===== src/rtl/snn_step_sequencer_if.sv =====
// Control bundle between the timestep sequencer and its host / pipeline stages.
// The slave side is the sequencer; the master side drives start, abort and stage completions.
interface snn_step_sequencer_if #(
   parameter int NUM_STAGES = 11,
   parameter int NUM_STEPS  = 16
);
   localparam int SW = (NUM_STAGES > 1) ? $clog2(NUM_STAGES) : 1;
   localparam int TW = (NUM_STEPS > 1) ? $clog2(NUM_STEPS) : 1;

   logic                  start;
   logic                  abort;
   logic [NUM_STAGES-1:0] stage_done;
   logic [NUM_STAGES-1:0] stage_go;
   logic                  vmem_clear;
   logic                  vmem_latch;
   logic [SW-1:0]         cur_stage;
   logic [TW-1:0]         step_idx;
   logic                  busy;
   logic                  done;
   logic                  error;

   modport master (
      output start, abort, stage_done,
      input  stage_go, vmem_clear, vmem_latch, cur_stage, step_idx, busy, done, error
   );

   modport slave (
      input  start, abort, stage_done,
      output stage_go, vmem_clear, vmem_latch, cur_stage, step_idx, busy, done, error
   );
endinterface


===== src/rtl/snn_step_sequencer.sv =====
// Central timestep FSM for the spiking-CNN pipeline: clears membranes, fires each stage's go
// in order, waits for its done, commits vmem per timestep and flags the prediction as valid.
module snn_step_sequencer #(
   parameter int NUM_STAGES  = 11,
   parameter int NUM_STEPS   = 16,
   parameter int WDOG_CYCLES = 65535
) (
   input  logic                i_clock,
   input  logic                i_reset,
   snn_step_sequencer_if.slave io_seq
);
   localparam int SW = (NUM_STAGES > 1) ? $clog2(NUM_STAGES) : 1;
   localparam int TW = (NUM_STEPS > 1) ? $clog2(NUM_STEPS) : 1;
   localparam int WW = (WDOG_CYCLES > 0) ? $clog2(WDOG_CYCLES + 1) : 1;

   typedef enum logic [2:0] {
      S_IDLE,
      S_CLEAR,
      S_ISSUE,
      S_WAIT,
      S_COMMIT,
      S_DONE,
      S_ERR
   } state_t;

   state_t                r_state;
   logic [NUM_STAGES-1:0] r_stage_go;
   logic                  r_vmem_clear;
   logic                  r_vmem_latch;
   logic [SW-1:0]         r_cur_stage;
   logic [TW-1:0]         r_step_idx;
   logic                  r_busy;
   logic                  r_done;
   logic                  r_error;
   logic [WW-1:0]         r_wdog;

   logic [NUM_STAGES-1:0] w_done_hit;
   logic [NUM_STAGES-1:0] w_go_first;
   logic [NUM_STAGES-1:0] w_go_next;
   logic [SW-1:0]         w_cur_next;
   logic [WW-1:0]         w_wdog_inc;
   logic                  w_cur_hit;
   logic                  w_cur_last;
   logic                  w_step_last;
   logic                  w_wdog_exp;

   assign w_cur_next  = r_cur_stage + SW'(1);
   assign w_wdog_inc  = r_wdog + WW'(1);
   assign w_cur_last  = (r_cur_stage == SW'(NUM_STAGES - 1));
   assign w_step_last = (r_step_idx == TW'(NUM_STEPS - 1));
   assign w_wdog_exp  = (WDOG_CYCLES != 0) && (w_wdog_inc == WW'(WDOG_CYCLES));

   // Only the in-flight stage's completion counts; every other done bit is ignored.
   genvar gi;
   generate
      for (gi = 0; gi < NUM_STAGES; gi++) begin : g_stage
         assign w_done_hit[gi] = io_seq.stage_done[gi] && (r_cur_stage == SW'(gi));
         assign w_go_first[gi] = (gi == 0) ? 1'b1 : 1'b0;
         assign w_go_next[gi]  = (w_cur_next == SW'(gi));
      end
   endgenerate

   assign w_cur_hit = |w_done_hit;

   always_ff @(posedge i_clock) begin
      if (i_reset) begin
         r_state      <= S_IDLE;
         r_stage_go   <= '0;
         r_vmem_clear <= 1'b0;
         r_vmem_latch <= 1'b0;
         r_cur_stage  <= '0;
         r_step_idx   <= '0;
         r_busy       <= 1'b0;
         r_done       <= 1'b0;
         r_error      <= 1'b0;
         r_wdog       <= '0;
      end else begin
         r_stage_go   <= '0;
         r_vmem_clear <= 1'b0;
         r_vmem_latch <= 1'b0;
         r_done       <= 1'b0;

         if (io_seq.abort && (r_state != S_IDLE)) begin
            r_state <= S_IDLE;
            r_busy  <= 1'b0;
         end else begin
            case (r_state)
               S_IDLE, S_ERR: begin
                  // Outputs are registered, so each state's pulse is loaded on the edge entering it.
                  if (io_seq.start && !io_seq.abort) begin
                     r_state      <= S_CLEAR;
                     r_vmem_clear <= 1'b1;
                     r_step_idx   <= '0;
                     r_cur_stage  <= '0;
                     r_busy       <= 1'b1;
                     r_error      <= 1'b0;
                  end
               end
               S_CLEAR: begin
                  r_state    <= S_ISSUE;
                  r_stage_go <= w_go_first;
               end
               S_ISSUE: begin
                  r_state <= S_WAIT;
                  r_wdog  <= '0;
               end
               S_WAIT: begin
                  if (w_cur_hit) begin
                     if (!w_cur_last) begin
                        r_state     <= S_ISSUE;
                        r_cur_stage <= w_cur_next;
                        r_stage_go  <= w_go_next;
                     end else begin
                        r_state      <= S_COMMIT;
                        r_vmem_latch <= 1'b1;
                     end
                  end else if (w_wdog_exp) begin
                     r_state <= S_ERR;
                     r_error <= 1'b1;
                     r_busy  <= 1'b0;
                  end else begin
                     r_wdog <= w_wdog_inc;
                  end
               end
               S_COMMIT: begin
                  if (w_step_last) begin
                     r_state <= S_DONE;
                     r_done  <= 1'b1;
                  end else begin
                     r_state     <= S_ISSUE;
                     r_step_idx  <= r_step_idx + TW'(1);
                     r_cur_stage <= '0;
                     r_stage_go  <= w_go_first;
                  end
               end
               S_DONE: begin
                  r_state <= S_IDLE;
                  r_busy  <= 1'b0;
               end
               default: begin
                  r_state <= S_IDLE;
                  r_busy  <= 1'b0;
               end
            endcase
         end
      end
   end

   assign io_seq.stage_go   = r_stage_go;
   assign io_seq.vmem_clear = r_vmem_clear;
   assign io_seq.vmem_latch = r_vmem_latch;
   assign io_seq.cur_stage  = r_cur_stage;
   assign io_seq.step_idx   = r_step_idx;
   assign io_seq.busy       = r_busy;
   assign io_seq.done       = r_done;
   assign io_seq.error      = r_error;
endmodule


===== src/flat_wrapper.sv =====
// flat-port wrapper written by rule: the top's interface ports become plain ports
module snn_step_sequencer_flat 
#(
   parameter int NUM_STAGES  = 11,
   parameter int NUM_STEPS   = 16,
   parameter int WDOG_CYCLES = 65535
)
  (i_clock, i_reset, io_seq_start, io_seq_abort, io_seq_stage_done, io_seq_stage_go, io_seq_vmem_clear, io_seq_vmem_latch, io_seq_cur_stage, io_seq_step_idx, io_seq_busy, io_seq_done, io_seq_error);
  snn_step_sequencer_if #(.NUM_STAGES(NUM_STAGES), .NUM_STEPS(NUM_STEPS)) io_seq_i ();
  input  logic i_clock;
  input  logic i_reset;
  input wire logic [$bits(io_seq_i.start)-1:0] io_seq_start;
  input wire logic [$bits(io_seq_i.abort)-1:0] io_seq_abort;
  input wire logic [$bits(io_seq_i.stage_done)-1:0] io_seq_stage_done;
  output wire logic [$bits(io_seq_i.stage_go)-1:0] io_seq_stage_go;
  output wire logic [$bits(io_seq_i.vmem_clear)-1:0] io_seq_vmem_clear;
  output wire logic [$bits(io_seq_i.vmem_latch)-1:0] io_seq_vmem_latch;
  output wire logic [$bits(io_seq_i.cur_stage)-1:0] io_seq_cur_stage;
  output wire logic [$bits(io_seq_i.step_idx)-1:0] io_seq_step_idx;
  output wire logic [$bits(io_seq_i.busy)-1:0] io_seq_busy;
  output wire logic [$bits(io_seq_i.done)-1:0] io_seq_done;
  output wire logic [$bits(io_seq_i.error)-1:0] io_seq_error;
  assign io_seq_i.start = io_seq_start;
  assign io_seq_i.abort = io_seq_abort;
  assign io_seq_i.stage_done = io_seq_stage_done;
  assign io_seq_stage_go = io_seq_i.stage_go;
  assign io_seq_vmem_clear = io_seq_i.vmem_clear;
  assign io_seq_vmem_latch = io_seq_i.vmem_latch;
  assign io_seq_cur_stage = io_seq_i.cur_stage;
  assign io_seq_step_idx = io_seq_i.step_idx;
  assign io_seq_busy = io_seq_i.busy;
  assign io_seq_done = io_seq_i.done;
  assign io_seq_error = io_seq_i.error;
  snn_step_sequencer #(.NUM_STAGES(NUM_STAGES), .NUM_STEPS(NUM_STEPS), .WDOG_CYCLES(WDOG_CYCLES)) u_core (.i_clock(i_clock), .i_reset(i_reset), .io_seq(io_seq_i));
endmodule

===== config.mk =====
export PLATFORM = sky130hd
export DESIGN_NAME = snn_step_sequencer_flat
export DESIGN_NICKNAME = d
export VERILOG_FILES = /design/src/rtl/snn_step_sequencer_if.sv /design/src/rtl/snn_step_sequencer.sv /design/src/flat_wrapper.sv
export SDC_FILE = /design/constraint.sdc
export NUM_CORES = 1
export LEC_CHECK = 0
export CAP_MARGIN = 20
export CORE_MARGIN = 4
export CORE_UTILIZATION = 40
export CTS_BUF_LIST = sky130_fd_sc_hd__clkbuf_16
export DETAILED_ROUTE_END_ITERATION = 10
export PLACE_DENSITY = 0.63
export SLEW_MARGIN = 40
export SYNTH_ARGS = -nofsm -noshare
export SYNTH_HDL_FRONTEND = slang
export SYNTH_SLANG_ARGS = --single-unit

===== constraint.sdc =====
create_clock -name i_clock -period 3.1 [get_ports i_clock]
set_input_delay 0.465 -clock i_clock [delete_from_list [all_inputs] [get_ports i_clock]]
set_output_delay 0.465 -clock i_clock [all_outputs]
set_load 0.005 [all_outputs]

==> results of run 1 <==
-- report_power, final --
| group | leakage, nW | internal (W) | total [W] | switching [W] |
|---|---|---|---|---|
| clock network | 0.0838 | 0.000380 | 0.000597 | 0.000217 |
| logic | 0.635 | 0.000160 | 0.000353 | 0.000194 |
| registers | 0.347 | 0.000591 | 0.000651 | 0.0000604 |
-- stage by stage --
step           utilization, %  instance area (um2)  setup WS (ns)  std cells
5_1_grt                 52.50                 2944         0.1083        387
2_1_floorplan               -                 2366         0.7979        280
6_report                52.50                 2944         0.3049        387
3_3_place_gp            49.49                 2775         0.4376        379
3_5_place_dp            49.49                 2775         0.2641        379
4_1_cts                 52.50                 2944         0.3420        387
-- cell usage after synthesis (2+ instances only) --
library cell and instances:
nand3_1 17, or2_1 2, nor4_1 3, nand4_1 6, nor3_1 13, buf_6 3
a22oi_1 4, dfxtp_1 43, xor2_1 6, nand2_1 24, and2_1 11, and3_1 2
o21ai_0 10, o221a_2 2, a311oi_1 2, nand2b_1 6, a21oi_1 10, a32o_1 5
xnor2_1 5, and4b_1 2, nor3_2 5, o211ai_1 4, inv_1 8, nor2b_1 2
mux2i_1 3, nor3b_1 2, or3_1 3, a31oi_1 9, ha_1 7, nor2_1 26
clkbuf_1 10, o31ai_1 2, o211a_1 6
-- path summary, 6_finish.rpt --
path | from | endpoint | slack, ns | depth (start not counted)
setup / recovery | u_core.io_seq.cur_stage[0] | u_core.r_wdog[6] | 0.30 | 8
hold / removal | u_core.io_seq.error | u_core.io_seq.error | 0.50 | 2
setup reg to reg | u_core.io_seq.cur_stage[0] | u_core.r_wdog[6] | 0.30 | 8
hold reg to reg | u_core.io_seq.error | u_core.io_seq.error | 0.50 | 2
-- area by class of cell --
type                       count  share of cell area [%]
clock inverter                 3                   1.487
clock buffer                   5                   4.250
tap                           72                   3.060
multi-input combinational    214                   47.00
sequential                    43                   29.24
inverter                       8                   1.020
timing repair buffer          42                   13.94
-- critical path: cells and delay by family, from the launching register on --
kind	cells	cell delay [ns]
buffers and inverters	1	0.10
DFF	1	0.40
and+or+nand+nor	3	0.61
adders and majority gates	1	0.29
AOI/OAI and AO/OA	3	1.29
-- cells by family (layout without fill, tap and decap cells) --
logic type / Yosys count / count (layout) / synth area share (%)
simple gates: 130 / 130 / 30.04
compound gates: 62 / 62 / 18.93
flops: 43 / 43 / 36.38
buf+inv: 23 / 58 / 5.129
xor+xnor: 11 / 11 / 4.072
fa+ha+maj: 7 / 7 / 3.702
mux: 4 / 4 / 1.745
-- sequential cells by signal, indices dropped and copies added, names as in the netlist --
register,cells
u_core.io_seq.done,1
u_core.r_state,3
u_core.r_wdog,16
u_core.io_seq.vmem_latch,1
u_core.io_seq.stage_go,11
u_core.io_seq.cur_stage,4
u_core.io_seq.error,1
u_core.io_seq.vmem_clear,1
u_core.io_seq.step_idx,4
u_core.io_seq.busy,1
-- layout by cell type, fill, tap and decap left out, types with 2 or more instances in the layout --
| cell | netlist | layout |
|---|---|---|
| o211a_1 | 6 | 6 |
| ha_1 | 7 | 7 |
| o31ai_1 | 2 | 2 |
| buf_4 | 0 | 4 |
| a31oi_1 | 9 | 9 |
| o21ai_0 | 10 | 10 |
| nor2b_1 | 2 | 2 |
| xnor2_1 | 5 | 5 |
| a21oi_1 | 10 | 10 |
| a32o_1 | 5 | 5 |
| inv_1 | 8 | 8 |
| a311oi_1 | 2 | 2 |
| mux2i_1 | 3 | 3 |
| or2_1 | 2 | 2 |
| and3_1 | 2 | 2 |
| clkdlybuf4s50_1 | 0 | 38 |
| o211ai_1 | 4 | 4 |
| and2_1 | 11 | 11 |
| nor3_2 | 5 | 5 |
| nand3_1 | 17 | 17 |
| clkbuf_16 | 0 | 5 |
| xor2_1 | 6 | 6 |
| a22oi_1 | 4 | 4 |
| nor3_1 | 13 | 13 |
| o221a_2 | 2 | 2 |
| or3_1 | 3 | 3 |
| nand4_1 | 6 | 6 |
| nor4_1 | 3 | 3 |
| and4b_1 | 2 | 2 |
| nand2_1 | 24 | 24 |
| dfxtp_1 | 43 | 43 |
| nor3b_1 | 2 | 2 |
| nor2_1 | 26 | 26 |
| nand2b_1 | 6 | 6 |
-- per-layer routing --
metal  GRT usage (%)  up-vias  routed length (um)  share of wire, %
li1                -     1095                   -                 -
met1           22.37     1028                2766                47
met2           27.05       53                2757                47
met3           3.301        5                 266               4.5
met4           6.906        0                  76               1.3
met5               0        -                   0                 0
==> run metrics, run 1 <==
skew final between 0.006 and 0.007 ns; Total Wirelength 5868 um; CTS Sinks between 40 and 50; antenna violations before repair 0; Final ANT Viol Nets 0; vias per cell about 5.6; PortBufs 38; Max rail drop VDD between 0.2 and 0.3 mV; area share of the largest cell type after synthesis between 30% and 40%; RSZ-0062 raised after global routing no; slew margin rel. between 60% and 70%; Slew Viols, Final 0; slowest cell on the critical path a222oi_1; worst-path cell chain inv_1, ha_1, a222oi_1, nor3b_1, nor3_1, o221a_2, nand2_1, a32o_1; syn nets roughly 300; Nets 336; post-synthesis area per instance around 8.5 um2; Tmin final between 2 and 3 ns; Vias 2181; drt first pass iters 4; crit path max fanout 14; post-synthesis sequential area ratio between 30% and 40%; GRT Total Usage 16.94%; TritonCTS clock tree built; CTS resizes 0; Critical Path RT about 3.3 ns; Worst path max stage delay around 0.56 ns; register area about 860 um2; Post-synth ARST share 0%; distinct cell type count after synthesis 50; worst min path class flop to flop; flops & latches, synth 43; layout cells sized above 1 around 8.3%; Post-CTS Setup Bufs 0; num rows 27; max_cap viols 0; Post-synth EDFFs 0; Min Hold Slack a little under 0.5 ns; first-pass GRT wire length around 10000 um; Core ar. between 0.005 and 0.006 mm2; setup TNS 0 ns; HPWL after DPL ~4200 um; final hold violation count 0; pwr/cell area 543.9 mW/mm2; warnings from Yosys 0; Most used DFF post-synth dfxtp_1; Setup crit start kind flop; Synth area leaders dfxtp_1 (36%), nor2_1 (4.1%), nand2_1 (3.8%); area grow syn2layout 24.43%; Clock Latency Late Sink approximately 0.28 ns; Tcrit/Tclk final 90.17%; Hold Buf Count CTS 0; maximum clock path buffer count 2; antenna cells 0; CTS root buffer clkbuf_16; Worst setup EP type flop; chip height 84.91 um; area of the die 0.007210 mm2; mapped cell area 0.002366 mm2; CTS clk-pin slew, worst paths approximately 0.060 ns; run status complete, no violations; fmax 357.8 MHz; Worst-Margin Slew roughly 0.56 ns; Final GP Congestion between 0.8 and 0.9; Synth area leader dfxtp_1; total chip power 0.001601 W; largest net degree at the start of global routing 22; DRC errors left 0; Static Leak 1.066 nW; Mapped Cells 280; # IOs 39; Initial Util approximately 42%; Filler cells ~540; Setup CP Type flop to flop; crit path DAT just under 3 ns; cts bufs inserted 5; GR Overflow Total 0; die width between 80 and 90 um; area of the multi-input gates 0.001384 mm2; Detailed Route Iter0 Violations 85; setup violators final 0; vias in the first global route ~2100; CTS H-tree lvls 2; WL/cell around 15 um
(Power assumes the default switching activity.)
==> run 2, diff against run 1 <==
Settings changed: PLACE_DENSITY 0.63 to 0.71.
==> run metrics, run 2 (synthesis results as in run 1) <==
worst min path class flop to flop; skew final roughly 0.0057 ns; first-pass GRT wire length about 10000 um; Worst Path Buf+Inv 3; Worst path max stage delay between 0.5 and 0.6 ns; R2R Setup Slk approximately 0.44 ns; commonest non-fill, non-tap cell in the layout dfxtp_1; fmax roughly 380 MHz; area grow syn2layout 23.11%; maximum clock path buffer count 2; Setup crit start kind flop; vias per cell around 5.7; register area around 860 um2; worst-path cell chain inv_1, ha_1, a222oi_1, nor3b_1, nor3_1, buf_4, o211a_1, buf_4, a21oi_1, nor3_2; die width roughly 85 um; CTS clk-pin slew, worst paths 0.06 ns; Critical Path RT between 3 and 4 ns; CTS Sinks 43; Slew Viols, Final 0; vias in the first global route slightly above 2000; Vias about 2200; crit path from u_core.io_seq.cur_stage[0]; layout cells sized above 1 7.619%; Core ar. approximately 0.0056 mm2; num rows 27; TritonCTS clock tree built; Post-Place Cells ~380; Detailed Route Iter0 Violations between 100 and 150; Static Leak approximately 1.1 nW; setup TNS 0 ns; GR Overflow Total 0; max reg flops 16; CTS root buffer clkbuf_16; Top reg by flops u_core.r_wdog; Setup CP Type flop to flop; crit path DAT 2.87 ns; WL/cell around 15 um; Post-CTS Setup Bufs 0; Filler cells roughly 560; final core utilization about half; GR Util met1 a little over a fifth; Tcrit/Tclk final a little under nine tenths; worst setup margin 0.4416 ns; min-delay src u_core.io_seq.error; chip height about 85 um; max_cap viols 0; Nets 336; antenna cells 0; # IOs 39; Final GP Congestion roughly 0.86; Largest delay share family, worst path compound AO/OA/AOI/OAI gates; drt first pass iters 5; reg2reg start u_core.io_seq.cur_stage[0]; global route hottest layer met2; Total Wirelength about 6000 um; run status complete, no violations; Tmin final approximately 2.7 ns; antenna violations before repair 0; CTS H-tree lvls 2; CP dominant cell by count buf_4; dpl ws 0.4182 ns; Initial Util a little over two fifths; Clock Latency Late Sink around 0.28 ns; Hold Buf Count CTS 0; Worst-Margin Slew between 0.5 and 0.6 ns; area of the multi-input gates approximately 0.0014 mm2; DRC errors left 0; HPWL after DPL ~4100 um; slew margin rel. 66.14%; pwr/cell area just over 500 mW/mm2; RSZ-0062 raised after global routing no; setup violators final 0; final hold violation count 0; largest net degree at the start of global routing 22; final non-filler cell total roughly 390; cts bufs inserted 5; Worst setup EP type flop; area of the die 0.007210 mm2; Final ANT Viol Nets 0; CTS resizes 0; met2 GRT Util a little over a quarter; Max rail drop VDD 0.3705 mV; GR met3 Demand/Resource approximately 4%; commonest non-fill, non-tap cells in the layout dfxtp_1 (43), clkdlybuf4s50_1 (38), nor2_1 (26); crit path max fanout 10; GRT Total Usage ~17%; PortBufs 38; slowest cell on the critical path a222oi_1
==> run 2: worst register-to-register path, delay by kind of cell (launching register included) <==
family / cells / cell delay [ns]
AND/OR/NAND/NOR: 3 / 0.43
flip-flops: 1 / 0.42
AO/OA/AOI/OAI: 3 / 0.95
adder cells (fa/ha/maj): 1 / 0.29
buffers and inverters: 3 / 0.50
==> run 2: worst paths after layout <==
path                                             to  cells after the start
worst max-delay path               u_core.r_wdog[8]                     10
worst min-delay path            u_core.io_seq.error                      2
worst max register to register     u_core.r_wdog[8]                     10
worst min register to register  u_core.io_seq.error                      2
==> run 2: per-stage QoR <==
step | hold slack [ns] | total power (W) | area (um2)
finish | 0.4924 | 0.001496 | 2913
global placement | 0.4887 | 0.001005 | 2775
detailed placement | 0.4753 | 0.001012 | 2775
CTS | 0.4949 | 0.001505 | 2913
floorplan | 0.4487 | 0.0008942 | 2366
global route | 0.5225 | 0.001580 | 2913
==> run 2: report_power, final <==
group	switching (W)	total, W	internal, W
Sequential	0.0000617	0.000653	0.000591
Clock	0.000200	0.000491	0.000291
Combinational	0.000193	0.000352	0.000159
==> run 2: layer usage <==
metal | vias to the layer above | part of all wire (%)
li1 | 1082 | -
met1 | 1033 | 46
met2 | 78 | 46
met3 | 10 | 6.8
met4 | 0 | 1.5
met5 | - | 0
==> run 2: layout make-up <==
| class | instances | share of cell area (%) |
|---|---|---|
| Tap cell | 72 | 3.093 |
| Clock inverter | 3 | 0.4296 |
| Sequential cell | 43 | 29.55 |
| Multi-Input combinational cell | 214 | 47.51 |
| Clock buffer | 5 | 4.296 |
| Inverter | 8 | 1.031 |
| Timing Repair Buffer | 42 | 14.09 |
==> run 3, diff against run 2 <==
Settings changed: DONT_BUFFER_PORTS set to 1, PLACE_DENSITY 0.71 to 0.64.
Clock period 3.1 ns to 2.2 ns, I/O delays scaled along.
==> run metrics, run 3 (synthesis results as in run 1) <==
chip height about 85 um; Vias between 2000 and 2500; Tmin final 2.315 ns; commonest non-fill, non-tap cell in the layout buf_4; CTS H-tree lvls 2; sequential power share roughly 43%; skew final 0.008283 ns; final hold violation count 0; GR Util met1 between 20% and 30%; pwr/cell area about 670 mW/mm2; Comb pwr share 23.4%; Static Leak approximately 1.3 nW; final instance area about 0.0032 mm2; worst min path class input pin to flop; DRC errors left 0; failing checks negative setup slack; Initial Util between 40 and 50%; Top reg by flops u_core.r_wdog; TritonCTS clock tree built; Final ANT Viol Nets 0; CTS Sinks 43; run status finished, violations left; antenna cells 0; cts bufs inserted 5; total chip power around 0.0022 W; Tcrit/Tclk final 105.2%; PortBufs 0; Slew Viols, Final 0; Worst setup EP type flop; Setup crit start kind flop; Final GP Congestion ~0.91; worst setup margin -0.1155 ns; drt first pass iters 4; vias in the first global route 2332; slew margin rel. 67.16%; Clock Latency Late Sink between 0.2 and 0.3 ns; first-pass GRT wire length roughly 11000 um; layout cells sized above 1 approximately 35%; Total Wirelength about 7000 um; largest net degree at the start of global routing 23; Pint 0.001473 W; crit path max fanout 5; antenna violations before repair 0; Critical Path RT 2.35 ns; Max rail drop VDD roughly 0.54 mV; worst-path cell chain inv_6, ha_4, a222oi_1, buf_4, nor3b_2, or3_4, nor3_2, o21ai_0, nand2_1, a311oi_1; Worst Path Buf+Inv 2; max_cap viols 0; Worst path max stage delay around 0.4 ns; GR met3 Demand/Resource ~4.5%; net load switching power a little under 0.0007 W; Net Sw Frac a little under a third; Core ar. 0.005608 mm2; R2R Setup Slk -0.12 ns; WL/cell 16.92 um; slowest cell on the critical path dfxtp_4; crit path DAT between 2 and 2.5 ns; GR Overflow Total 0; area grow syn2layout 35.38%; Largest delay share family, worst path simple AND/OR/NAND/NOR gates; vias per cell around 5.7; Setup CP Type flop to flop; CTS root buffer clkbuf_16; fmax roughly 430 MHz; area of the die just over 0.007 mm2; # IOs 39; Placed Area roughly 0.0028 mm2; global route hottest layer met2; commonest non-fill, non-tap cells in the layout buf_4 (57), dfxtp_1 (38), nor2_1 (25); num rows 27; CTS clk-pin slew, worst paths approximately 0.06 ns; setup violators final 28; Filler cells 509; Min Hold Slack approximately 0.094 ns; die width between 80 and 90 um; Detailed Route Iter0 Violations ~150; max reg flops 16; clock network power share 33.8%; Nets between 300 and 400; HPWL after DPL between 4000 and 5000 um; RSZ-0062 raised after global routing yes; Worst-Margin Slew 0.4875 ns; GRT Total Usage a little under a fifth; setup TNS -1.445 ns; maximum clock path buffer count 2; met2 GRT Util about a third
## run 3: cell count changes in the layout (fill, tap and decap cells not counted), sizes merged
cell	change
clkinvlp	+1
inv	-1
buf	+62
clkdlybuf4s50	-38
## run 3: per-layer routing
layer / vias up / wire length, um
met2: 73 / 3411
met3: 19 / 371
met1: 1094 / 2970
met5: - / 0
met4: 0 / 201
li1: 1140 / -
## run 3: final cells by class
type | count | area, um2 | area share, %
Tap cell | 72 | 90.09 | 2.813
Multi-Input combinational cell | 214 | 1529 | 47.73
Sequential cell | 43 | 872.1 | 27.23
Inverter | 8 | 37.54 | 1.172
Timing Repair Buffer | 66 | 533.0 | 16.64
Clock inverter | 3 | 16.27 | 0.5078
Clock buffer | 5 | 125.1 | 3.906
## run 3: worst paths after layout
kind / end / startpoint / cells past startpoint
setup / recovery: u_core.r_wdog[14] / u_core.io_seq.cur_stage[1] / 10
hold / removal: u_core.r_wdog[0] / i_reset / 1
setup reg to reg: u_core.r_wdog[14] / u_core.io_seq.cur_stage[1] / 10
hold reg to reg: u_core.r_wdog[14] / u_core.r_wdog[14] / 1
## run 3: power by group through the flow
| stage | registers [W] | clock network, W | logic [W] |
|---|---|---|---|
| after global placement | 0.000937 | 0 | 0.000421 |
| after global routing | 0.000934 | 0.000768 | 0.000551 |
| final | 0.000924 | 0.000729 | 0.000506 |
| after detailed placement | 0.000939 | 0 | 0.000429 |
| after CTS | 0.000920 | 0.000739 | 0.000464 |
| after floorplan | 0.000887 | 0 | 0.000374 |
## run 3: repair_timing
item                                    in CTS  in global routing
pin swaps                                    5                 20
gates resized for setup                     22                 31
endpoints found under the setup margin      29                 34
setup buffers                                8                  6
hold buffers                                 0                  0
## run 3: per-stage QoR
step           worst slack, ns  cells  utilization (%)
5_1_grt                -0.2002    411            57.12
6_report               -0.1155    411            57.12
3_5_place_dp           -0.1499    390            49.40
4_1_cts               -0.02486    406            54.64
3_3_place_gp          -0.03221    390            49.40
2_1_floorplan          0.04866    280                -
